`src/rtl/popcount_frame_acc_if.sv`:
```
// Stream bundle for popcount_frame_acc: word input channel and frame-result output channel.
// slave is the accumulator side, master is the producer/consumer side.
interface popcount_frame_acc_if #(
    parameter int DATA_W = 10,
    parameter int ACC_W  = 16,
    parameter int LEN_W  = 8
) ();
    logic              s_valid;
    logic              s_ready;
    logic [DATA_W-1:0] s_data;
    logic              s_last;
    logic              m_valid;
    logic              m_ready;
    logic [ACC_W-1:0]  m_count;
    logic [LEN_W-1:0]  m_len;
    logic              m_sat;

    modport slave (
        input  s_valid, s_data, s_last, m_ready,
        output s_ready, m_valid, m_count, m_len, m_sat
    );

    modport master (
        output s_valid, s_data, s_last, m_ready,
        input  s_ready, m_valid, m_count, m_len, m_sat
    );
endinterface

```
`src/rtl/popcount_frame_acc.sv`:
```
// Counts set bits across a frame of words and emits one saturating result per frame
// (bit total, word count, saturation flag) with single-cycle latency on the last word.
module popcount_frame_acc #(
    parameter int DATA_W = 10,
    parameter int ACC_W  = 16,
    parameter int LEN_W  = 8
) (
    input  logic                   clk,
    input  logic                   rst_n,
    popcount_frame_acc_if.slave    bus,
    output logic                   busy,
    output logic                   o_dbg_state
);
    localparam int PC_W = $clog2(DATA_W + 1);

    typedef enum logic {
        S_IDLE  = 1'b0,
        S_ACCUM = 1'b1
    } state_t;

    state_t            r_state;
    state_t            w_state_next;

    logic [ACC_W-1:0]  r_acc;
    logic [LEN_W-1:0]  r_len;
    logic              r_sat_flag;

    logic              r_m_valid;
    logic [ACC_W-1:0]  r_m_count;
    logic [LEN_W-1:0]  r_m_len;
    logic              r_m_sat;

    logic [PC_W-1:0]   w_pc;
    logic              w_s_ready;
    logic              w_accept;
    logic              w_accept_last;
    logic [ACC_W:0]    w_acc_sum;
    logic [LEN_W:0]    w_len_sum;
    logic              w_acc_ovf;
    logic              w_len_ovf;
    logic [ACC_W-1:0]  w_acc_next;
    logic [LEN_W-1:0]  w_len_next;
    logic              w_sat_next;

    always_comb begin
        w_pc = '0;
        for (int i = 0; i < DATA_W; i++) begin
            w_pc = w_pc + PC_W'(bus.s_data[i]);
        end
    end

    // Handshake: a beat transfers on a rising edge where s_valid && s_ready; a result
    // transfers where m_valid && m_ready. s_ready never looks at s_valid, and a held
    // result blocks input only while the consumer is stalling it.
    assign w_s_ready     = !r_m_valid || bus.m_ready;
    assign w_accept      = bus.s_valid && w_s_ready;
    assign w_accept_last = w_accept && bus.s_last;

    // Extra top bit catches overflow; the stored field then clamps to all-ones.
    assign w_acc_sum  = {1'b0, r_acc} + (ACC_W + 1)'(w_pc);
    assign w_len_sum  = {1'b0, r_len} + (LEN_W + 1)'(1);
    assign w_acc_ovf  = w_acc_sum[ACC_W];
    assign w_len_ovf  = w_len_sum[LEN_W];
    assign w_acc_next = w_acc_ovf ? '1 : w_acc_sum[ACC_W-1:0];
    assign w_len_next = w_len_ovf ? '1 : w_len_sum[LEN_W-1:0];
    assign w_sat_next = r_sat_flag | w_acc_ovf | w_len_ovf;

    always_ff @(posedge clk or negedge rst_n) begin
        if (!rst_n) begin
            r_state <= S_IDLE;
        end else begin
            r_state <= w_state_next;
        end
    end

    always_comb begin
        w_state_next = r_state;
        if (w_accept) begin
            w_state_next = bus.s_last ? S_IDLE : S_ACCUM;
        end
    end

    always_ff @(posedge clk or negedge rst_n) begin
        if (!rst_n) begin
            r_acc      <= '0;
            r_len      <= '0;
            r_sat_flag <= 1'b0;
        end else if (w_accept_last) begin
            r_acc      <= '0;
            r_len      <= '0;
            r_sat_flag <= 1'b0;
        end else if (w_accept) begin
            r_acc      <= w_acc_next;
            r_len      <= w_len_next;
            r_sat_flag <= w_sat_next;
        end
    end

    // Result registers only load on a last beat, so they hold while the consumer stalls.
    always_ff @(posedge clk or negedge rst_n) begin
        if (!rst_n) begin
            r_m_valid <= 1'b0;
            r_m_count <= '0;
            r_m_len   <= '0;
            r_m_sat   <= 1'b0;
        end else begin
            if (w_accept_last) begin
                r_m_valid <= 1'b1;
                r_m_count <= w_acc_next;
                r_m_len   <= w_len_next;
                r_m_sat   <= w_sat_next;
            end else if (bus.m_ready) begin
                r_m_valid <= 1'b0;
            end
        end
    end

    assign bus.s_ready = w_s_ready;
    assign bus.m_valid = r_m_valid;
    assign bus.m_count = r_m_count;
    assign bus.m_len   = r_m_len;
    assign bus.m_sat   = r_m_sat;

    assign busy        = (r_state == S_ACCUM);
    assign o_dbg_state = r_state;
endmodule

```
`src/flat_wrapper.sv`:
```
// flat-port wrapper written by rule: the top's interface ports become plain ports
module popcount_frame_acc_flat 
#(
    parameter int DATA_W = 10,
    parameter int ACC_W  = 16,
    parameter int LEN_W  = 8
)
  (clk, rst_n, busy, o_dbg_state, bus_s_valid, bus_s_data, bus_s_last, bus_m_ready, bus_s_ready, bus_m_valid, bus_m_count, bus_m_len, bus_m_sat);
  popcount_frame_acc_if #(.DATA_W(DATA_W), .ACC_W(ACC_W), .LEN_W(LEN_W)) bus_i ();
  input  logic clk;
  input  logic rst_n;
  output logic busy;
  output logic o_dbg_state;
  input wire logic [$bits(bus_i.s_valid)-1:0] bus_s_valid;
  input wire logic [$bits(bus_i.s_data)-1:0] bus_s_data;
  input wire logic [$bits(bus_i.s_last)-1:0] bus_s_last;
  input wire logic [$bits(bus_i.m_ready)-1:0] bus_m_ready;
  output wire logic [$bits(bus_i.s_ready)-1:0] bus_s_ready;
  output wire logic [$bits(bus_i.m_valid)-1:0] bus_m_valid;
  output wire logic [$bits(bus_i.m_count)-1:0] bus_m_count;
  output wire logic [$bits(bus_i.m_len)-1:0] bus_m_len;
  output wire logic [$bits(bus_i.m_sat)-1:0] bus_m_sat;
  assign bus_i.s_valid = bus_s_valid;
  assign bus_i.s_data = bus_s_data;
  assign bus_i.s_last = bus_s_last;
  assign bus_i.m_ready = bus_m_ready;
  assign bus_s_ready = bus_i.s_ready;
  assign bus_m_valid = bus_i.m_valid;
  assign bus_m_count = bus_i.m_count;
  assign bus_m_len = bus_i.m_len;
  assign bus_m_sat = bus_i.m_sat;
  popcount_frame_acc #(.DATA_W(DATA_W), .ACC_W(ACC_W), .LEN_W(LEN_W)) u_core (.clk(clk), .rst_n(rst_n), .bus(bus_i), .busy(busy), .o_dbg_state(o_dbg_state));
endmodule
```
`config.mk`:
```
export PLATFORM = sky130hd
export DESIGN_NAME = popcount_frame_acc_flat
export DESIGN_NICKNAME = d
export VERILOG_FILES = /design/src/rtl/popcount_frame_acc_if.sv /design/src/rtl/popcount_frame_acc.sv /design/src/flat_wrapper.sv
export SDC_FILE = /design/constraint.sdc
export NUM_CORES = 1
export LEC_CHECK = 0
export BUFFER_PORTS_ARGS = -buffer_cell sky130_fd_sc_hd__buf_2
export CORE_MARGIN = 2
export CORE_UTILIZATION = 45
export DETAILED_ROUTE_END_ITERATION = 10
export PLACE_DENSITY = 0.69
export SYNTH_ARGS = -nofsm -noshare
export SYNTH_HDL_FRONTEND = slang
export SYNTH_SLANG_ARGS = --single-unit
```
`constraint.sdc`:
```
create_clock -name clk -period 4.48 [get_ports clk]
set_input_delay 0.896 -clock clk [delete_from_list [all_inputs] [get_ports clk]]
set_output_delay 0.896 -clock clk [all_outputs]
set_load 0.005 [all_outputs]
```
==> results by group, run 1 <==
Run status
  – Status: finished, violations left
  – Failing checks: negative setup slack

Detailed routing
  – 1st-pass router iterations: 5
  – DR DRC count: 0
  – Total wire length: ~7500 um
  – DRT iter0 DRCs: a little over 300
  – DRT antenna net count: 0
  – Via density: slightly below 6
  – Vias post-DR: ~2,800
  – WL/cell: 15.98 um

Pwr
  – Final total power: 1.852 mW
  – Pwr dens: about 470 mW/mm2
  – Leak Pwr: 1.671 nW
  – Peak supply drop: ~300 uV

Worst setup path
  – Critical path arrival: 4.84 ns
  – Critical Path RT: approximately 4.7 ns
  – Startpoint types: primary input
  – R2r setup slk: 1.96 ns
  – Worst-path maximum fanout: 5
  – Critical Path Max Stage Delay: 0.51 ns
  – CP Capture Type: flop
  – Critical path type: in -> reg
  – CP max-delay cell: fa_1
  – Crit-path cells: buf_6, ha_4, inv_2, fa_1, fa_1, fa_1, fa_2, fa_2, fa_2, nand2b_4, a21oi_4, buf_6, buf_6, a41oi_2, a21oi_1

GRT
  – Initial antenna violation count: 0
  – Vias in the first global route: 2,574
  – GR Overflow Total: 0
  – Gr usage total: about a fifth
  – First-pass GRT wire length: 12,540 um
  – Largest net degree at the start of global routing: 53

Synth
  – Mapped cell area: 0.003088 mm2
  – Post-synthesis xor/xnor area fraction: around 2.6%
  – Most used DFF post-synth: dfrtp_1
  – Largest family of logic cells by synthesized area: compound AO/OA/AOI/OAI gates
  – Syn_nets: 369
  – Syn Inst Count: 337
  – Synthesized-area fraction occupied by adder cells: 8.590%
  – Syn Area/Cell: 9.163 um2
  – Multiplexer share of the synthesized area: 0.7293%
  – Most frequent cell after synthesis: dfrtp_1
  – Ys async rst share: 100.0%
  – Synth Register Bits: 52
  – Share of the synthesized area in the top cell type: between 40% and 50%
  – Commonest cells in the netlist: 52 x dfrtp_1, 32 x a21oi_1, 29 x nand2_1, 29 x nor2_1, 25 x inv_1
  – Synth cell types: 52
  – Post-synth top area cell: dfrtp_1
  – Complex-gate fraction of the synthesized area: 21.31%
  – Post-Synth Simple-Gate Area: 17.42%
  – Sequential share of the synthesized area: between 40% and 50%
  – Cells taking the most area after synthesis: dfrtp_1 42%, a21oi_1 5.2%, fa_1 4.5%
  – Ys Warns: 0
  – Number of synthesized flops with an enable pin: 0

Die
  – Die width: 86.84 um
  – Initial Util: 45.96%
  – Io pins: between 40 and 50
  – Area of the die: around 0.0075 mm2
  – Die Y-Extent: 86.84 um
  – Row cnt: 30
  – Core ar.: ~0.0067 mm2

Clock tree
  – CTS tree: done
  – Skew-Pair Late Insertion Delay: around 0.32 ns
  – Clock-pin transition on the worst setup and hold timing paths: 0.11 ns
  – Cts bufs inserted: 5
  – CTS max path bufs: 2
  – CTS HTree Levels: 2
  – CTS sink count: 52
  – Root buf cell: clkbuf_8

STA
  – Setup violators final: 21
  – Clock Skews: approximately 0.0066 ns
  – Min Clock Period, post-route: 4.608 ns
  – Least-Margin Pin Slew: 1.333 ns
  – Crit share post-route: 102.8%
  – Final worst slack: -0.1276 ns
  – Final Hold Fails: 0
  – FMAX: ~0.22 GHz
  – Rel. slew slack: about a tenth
  – Slew Viols, Final: 0
  – RSZ-0062 raised after global routing: yes

Placed design
  – I/O Buffers: 43
  – Placed cell area: 0.003523 mm2
  – Dpl ws: -0.5633 ns
  – Post-DP HPWL: 5028 um
  – GPL Wtd Cong: 0.9044

Finish
  – Fillers: 578
  – Final Cell Area: a little under 0.004 mm2
  – NumNets Final: 423
  – Layout area overhead: 26.50%
  – Total inserted antenna cells: 0
  – Layout cell share with drive strength beyond 1: between 30% and 40%
  – Final core utilization: 58.14%

Run
  – Max Cap Viol: 0

Worst hold path
  – Min-delay worst type: reg -> reg
==> path summary, 6_finish.rpt <==
| path | start | end | depth (start not counted) |
|---|---|---|---|
| min reg2reg | u_core.bus.m_len[6] | u_core.bus.m_len[6] | 2 |
| min in group asynchronous | rst_n | u_core.bus.m_count[9] | 2 |
| max | bus_s_data[1] | u_core.r_acc[14] | 15 |
| max reg2reg | u_core.r_acc[5] | u_core.r_acc[6] | 4 |
| max in group asynchronous | rst_n | u_core.r_acc[1] | 2 |
| min | u_core.bus.m_len[6] | u_core.bus.m_len[6] | 2 |
==> state kept, by name, summed over array words and instances (netlist names) <==
register            cells
u_core.bus.m_count     16
u_core.r_acc           16
u_core.bus.m_len        8
u_core.r_len            8
u_core.bus.m_sat        1
u_core.bus.m_valid      1
u_core.busy             1
u_core.r_sat_flag       1
==> critical path, delay by kind of cell <==
kind / cells / cell delay (ns)
AO/OA/AOI/OAI: 3 / 0.52
AND/OR/NAND/NOR: 1 / 0.18
adder cells (fa/ha/maj): 7 / 2.85
buffers and inverters: 4 / 0.39
==> cell usage in the layout, fill, tap and decap left out, types with 4 or more instances in the layout <==
cell      synthesis  routed
dfrtp_1          52      52
buf_2             1      42
nand2_1          29      28
nor2_1           29      28
inv_1            25      23
a21oi_1          32      19
o21ai_1          14      16
buf_4             1      14
a21oi_2           3      13
a31oi_1          15      13
buf_6             5      12
nand3_1           9       9
ha_1             10       8
xnor2_1           6       6
nor3_1            8       6
o21ai_0           8       6
o31ai_1           8       5
clkbuf_8          0       5
or3_1             4       4
fa_1              7       4
==> layer usage <==
metal | GRT usage (%) | routed length (um)
met1 | 29.43 | 3383
met2 | 32.34 | 3648
met3 | 3.333 | 390
met4 | 6.818 | 120
met5 | 0 | 0
==> what timing repair did <==
| item | CTS | global route |
|---|---|---|
| resized for setup | 24 | 26 |
| buffers inserted | 2 | 1 |
| hold buffers | 0 | 0 |
| pin swaps | 10 | 18 |
| endpoints found under the hold margin | 0 | 0 |
| cloned | 1 | 1 |
| setup endpoints to repair | 21 | 32 |
==> logic make-up (layout without fill, tap and decap cells) <==
group	after synthesis	in the layout
buf+inv	47	101
compound gates	106	107
flops	52	52
simple gates	104	104
xor+xnor	9	9
mux	2	2
fa+ha+maj	17	17
==> power breakdown <==
group / leakage, nW / switching, mW / total [mW] / internal, mW
clock: 0.0511 / 0.179 / 0.297 / 0.118
combinational: 0.944 / 0.523 / 0.954 / 0.432
sequential: 0.676 / 0.0558 / 0.601 / 0.545
==> layout make-up <==
class                   instances  area [um2]  share of cell area (%)
flip-flops and latches         52        1301                   33.31
inverters                      25       93.84                   2.402
well taps                      80       100.1                   2.562
repair buffers                 68       450.4                   11.53
clock inverters                 3       28.78                  0.7367
multi-input cells             239        1863                   47.69
clock buffers                   5       68.82                   1.762
==> through the flow <==
step           setup TNS (ns)  hold WS (ns)  std cells
6_report               -1.392        0.4806        472
5_1_grt                -5.018        0.5343        472
4_1_cts               -0.7694        0.4867        470
3_5_place_dp           -12.49        0.4612        459
3_3_place_gp           -11.14        0.4615        459
2_1_floorplan          -3.795        0.4563        337
(Power assumes the default switching activity.)
==> inputs of run 2 (changes only) <==
- RECOVER_POWER: unset -> 25
==> results by group, run 2 (synthesized netlist as in run 1, its figures left out) <==
GRT
  – First-pass GRT wire length: 12,540 um (unchanged)
  – Largest net degree at the start of global routing: 53 (unchanged)
  – GR Overflow Total: 0 (unchanged)
  – Gr usage total: 20.71% (unchanged)
  – Initial antenna violation count: 0 (unchanged)
  – Vias in the first global route: 2,574 (unchanged)

STA
  – WHS: 0.4806 ns (-0.00007400 ns)
  – RSZ-0062 raised after global routing: yes
  – Least-Margin Pin Slew: 2.731 ns (+1.398 ns)
  – Slew Viols, Final: 53 (+53)
  – Crit share post-route: 102.8% (about the same)
  – Setup violators final: 22 (+4.8%)
  – Final Hold Fails: 0 (unchanged)
  – Final worst slack: -0.1263 ns (+0.001245 ns)
  – FMAX: 0.2171 GHz (about the same)
  – Clock Skews: 0.006360 ns (-0.0002428 ns)
  – Rel. slew slack: -82.05% (-92 points)
  – Min Clock Period, post-route: 4.606 ns (-0.001245 ns)

Detailed routing
  – DRT iter0 DRCs: 304 (unchanged)
  – Vias post-DR: 2,747 (-0.18%)
  – DRT antenna net count: 0 (unchanged)
  – Via density: 5.820 (-0.18%)
  – WL/cell: 15.98 um (unchanged)
  – Total wire length: 7543 um (unchanged)
  – 1st-pass router iterations: 5 (unchanged)
  – DR DRC count: 0 (unchanged)

Run
  – Max Cap Viol: 1 (+1)

Placed design
  – Post-DP HPWL: 5028 um (unchanged)
  – I/O Buffers: 43 (unchanged)
  – GPL Wtd Cong: 0.9044 (unchanged)

Pwr
  – Leak Pwr: 1.667 nW (-0.22%)
  – Peak supply drop: 297.5 uV (about the same)
  – Final total power: 1.852 mW (about the same)
  – Pwr dens: 474.5 mW/mm2 (about the same)

Die
  – Initial Util: 45.96% (unchanged)
  – Row cnt: 30 (unchanged)
  – Core ar.: 0.006719 mm2 (unchanged)
  – Area of the die: 0.007541 mm2 (unchanged)
  – Die width: 86.84 um (unchanged)
  – Io pins: 44 (unchanged)
  – Die Y-Extent: 86.84 um (unchanged)

Worst setup path
  – Startpoint types: primary input
  – Critical path arrival: 4.84 ns (about the same)
  – CP bufs+invs: 4 (unchanged)
  – R2r setup slk: 1.96 ns (about the same)
  – Crit path max-delay family: adder cells
  – Worst-path maximum fanout: 5 (unchanged)
  – Critical Path Max Stage Delay: 0.51 ns (about the same)
  – Crit-path cells: buf_6, ha_4, inv_2, fa_1, fa_1, fa_1, fa_2, fa_2, fa_2, nand2b_4, a21oi_4, buf_6, buf_6, a41oi_2, a21oi_1
  – CP Capture Type: flop
  – Critical path type: in -> reg
  – Critical Path RT: 4.72 ns (about the same)
  – CP max-delay cell: fa_1

Clock tree
  – CTS tree: done
  – Skew-Pair Late Insertion Delay: 0.32 ns (about the same)
  – Post-CTS Hold Buffers: 0 (unchanged)
  – Clock-pin transition on the worst setup and hold timing paths: 0.11 ns (about the same)
  – CTS sink count: 52 (unchanged)
  – CTS HTree Levels: 2 (unchanged)
  – CTS max path bufs: 2 (unchanged)
  – Cts bufs inserted: 5 (unchanged)
  – Root buf cell: clkbuf_8

Finish
  – Layout cell share with drive strength beyond 1: 33.42% (-0.26 points)
  – Most frequent cells in the layout: 52 x dfrtp_1, 42 x buf_2, 28 x nand2_1, 28 x nor2_1, 23 x inv_1
  – Most common cell after layout, fill and taps aside: dfrtp_1
  – NumNets Final: 423 (unchanged)
  – Multi-input gate area: 0.001863 mm2 (unchanged)
  – Total inserted antenna cells: 0 (unchanged)
  – Layout area overhead: 26.38% (about the same)
  – FF/Latch Area: 0.001301 mm2 (unchanged)
  – Fillers: 580 (+0.35%)

Worst hold path
  – Min-delay worst type: reg -> reg

Run status
  – Failing checks: max-capacitance violations, max-slew violations, negative setup slack
  – Status: finished, violations left
-- run 2: cell count changes in the layout (fill, tap and decap cells not counted), sizes merged --
cell	before	now
buf	68	67
clkbuf	5	6
-- run 2: layout make-up --
type	instances	area share, %
clock buffers	5	1.763
clock inverters	3	0.7374
well taps	80	2.565
inverters	25	2.405
flip-flops and latches	52	33.34
repair buffers	68	11.45
multi-input cells	239	47.74
-- run 2: timing repair --
action,CTS,global route
endpoints found under the setup margin,21,32
gates cloned,1,1
setup buffers,2,1
resized for setup,24,26
endpoints found under the hold margin,0,0
pin swaps,10,18
-- run 2: path summary, 6_finish.rpt --
path                                          start               endpoint  depth (start not counted)
worst min-delay path            u_core.bus.m_len[6]    u_core.bus.m_len[6]                          2
min in group asynchronous                     rst_n  u_core.bus.m_count[9]                          2
worst max-delay path                  bus_s_data[1]       u_core.r_acc[14]                         15
max in group asynchronous                     rst_n        u_core.r_acc[1]                          2
worst min register to register  u_core.bus.m_len[6]    u_core.bus.m_len[6]                          2
worst max register to register      u_core.r_acc[5]        u_core.r_acc[6]                          4
-- run 2: power by group --
part,internal (mW),switching [mW]
combinational,0.431,0.523
clock,0.118,0.179
sequential,0.545,0.0557
total,1.09,0.757
-- run 2: through the flow --
| step | std cells | utilization [%] | TNS (ns) | instance area, um2 | setup slack [ns] |
|---|---|---|---|---|---|
| CTS | 470 | 56.07 | -0.7694 | 3767 | -0.1091 |
| detailed placement | 459 | 52.44 | -12.49 | 3523 | -0.5633 |
| floorplan | 337 | - | -3.795 | 3199 | -0.2173 |
| global route | 472 | 58.08 | -5.018 | 3902 | -0.2388 |
| finish | 472 | 58.08 | -1.393 | 3902 | -0.1263 |
| global placement | 459 | 52.44 | -11.14 | 3523 | -0.4751 |
-- run 2: worst reg2reg max path: cells and delay by family, from the launching register on --
kind,cells,cell delay (ns)
simple gates,2,1.36
flops,1,0.52
compound gates,2,0.54
-- run 2: per-layer routing --
metal	vias up	track usage (%)	part of all wire, %
met5	-	0	0
met2	91	32.34	48
met3	19	3.333	5.5
met4	0	6.818	1.6
li1	1307	-	-
met1	1330	29.43	45
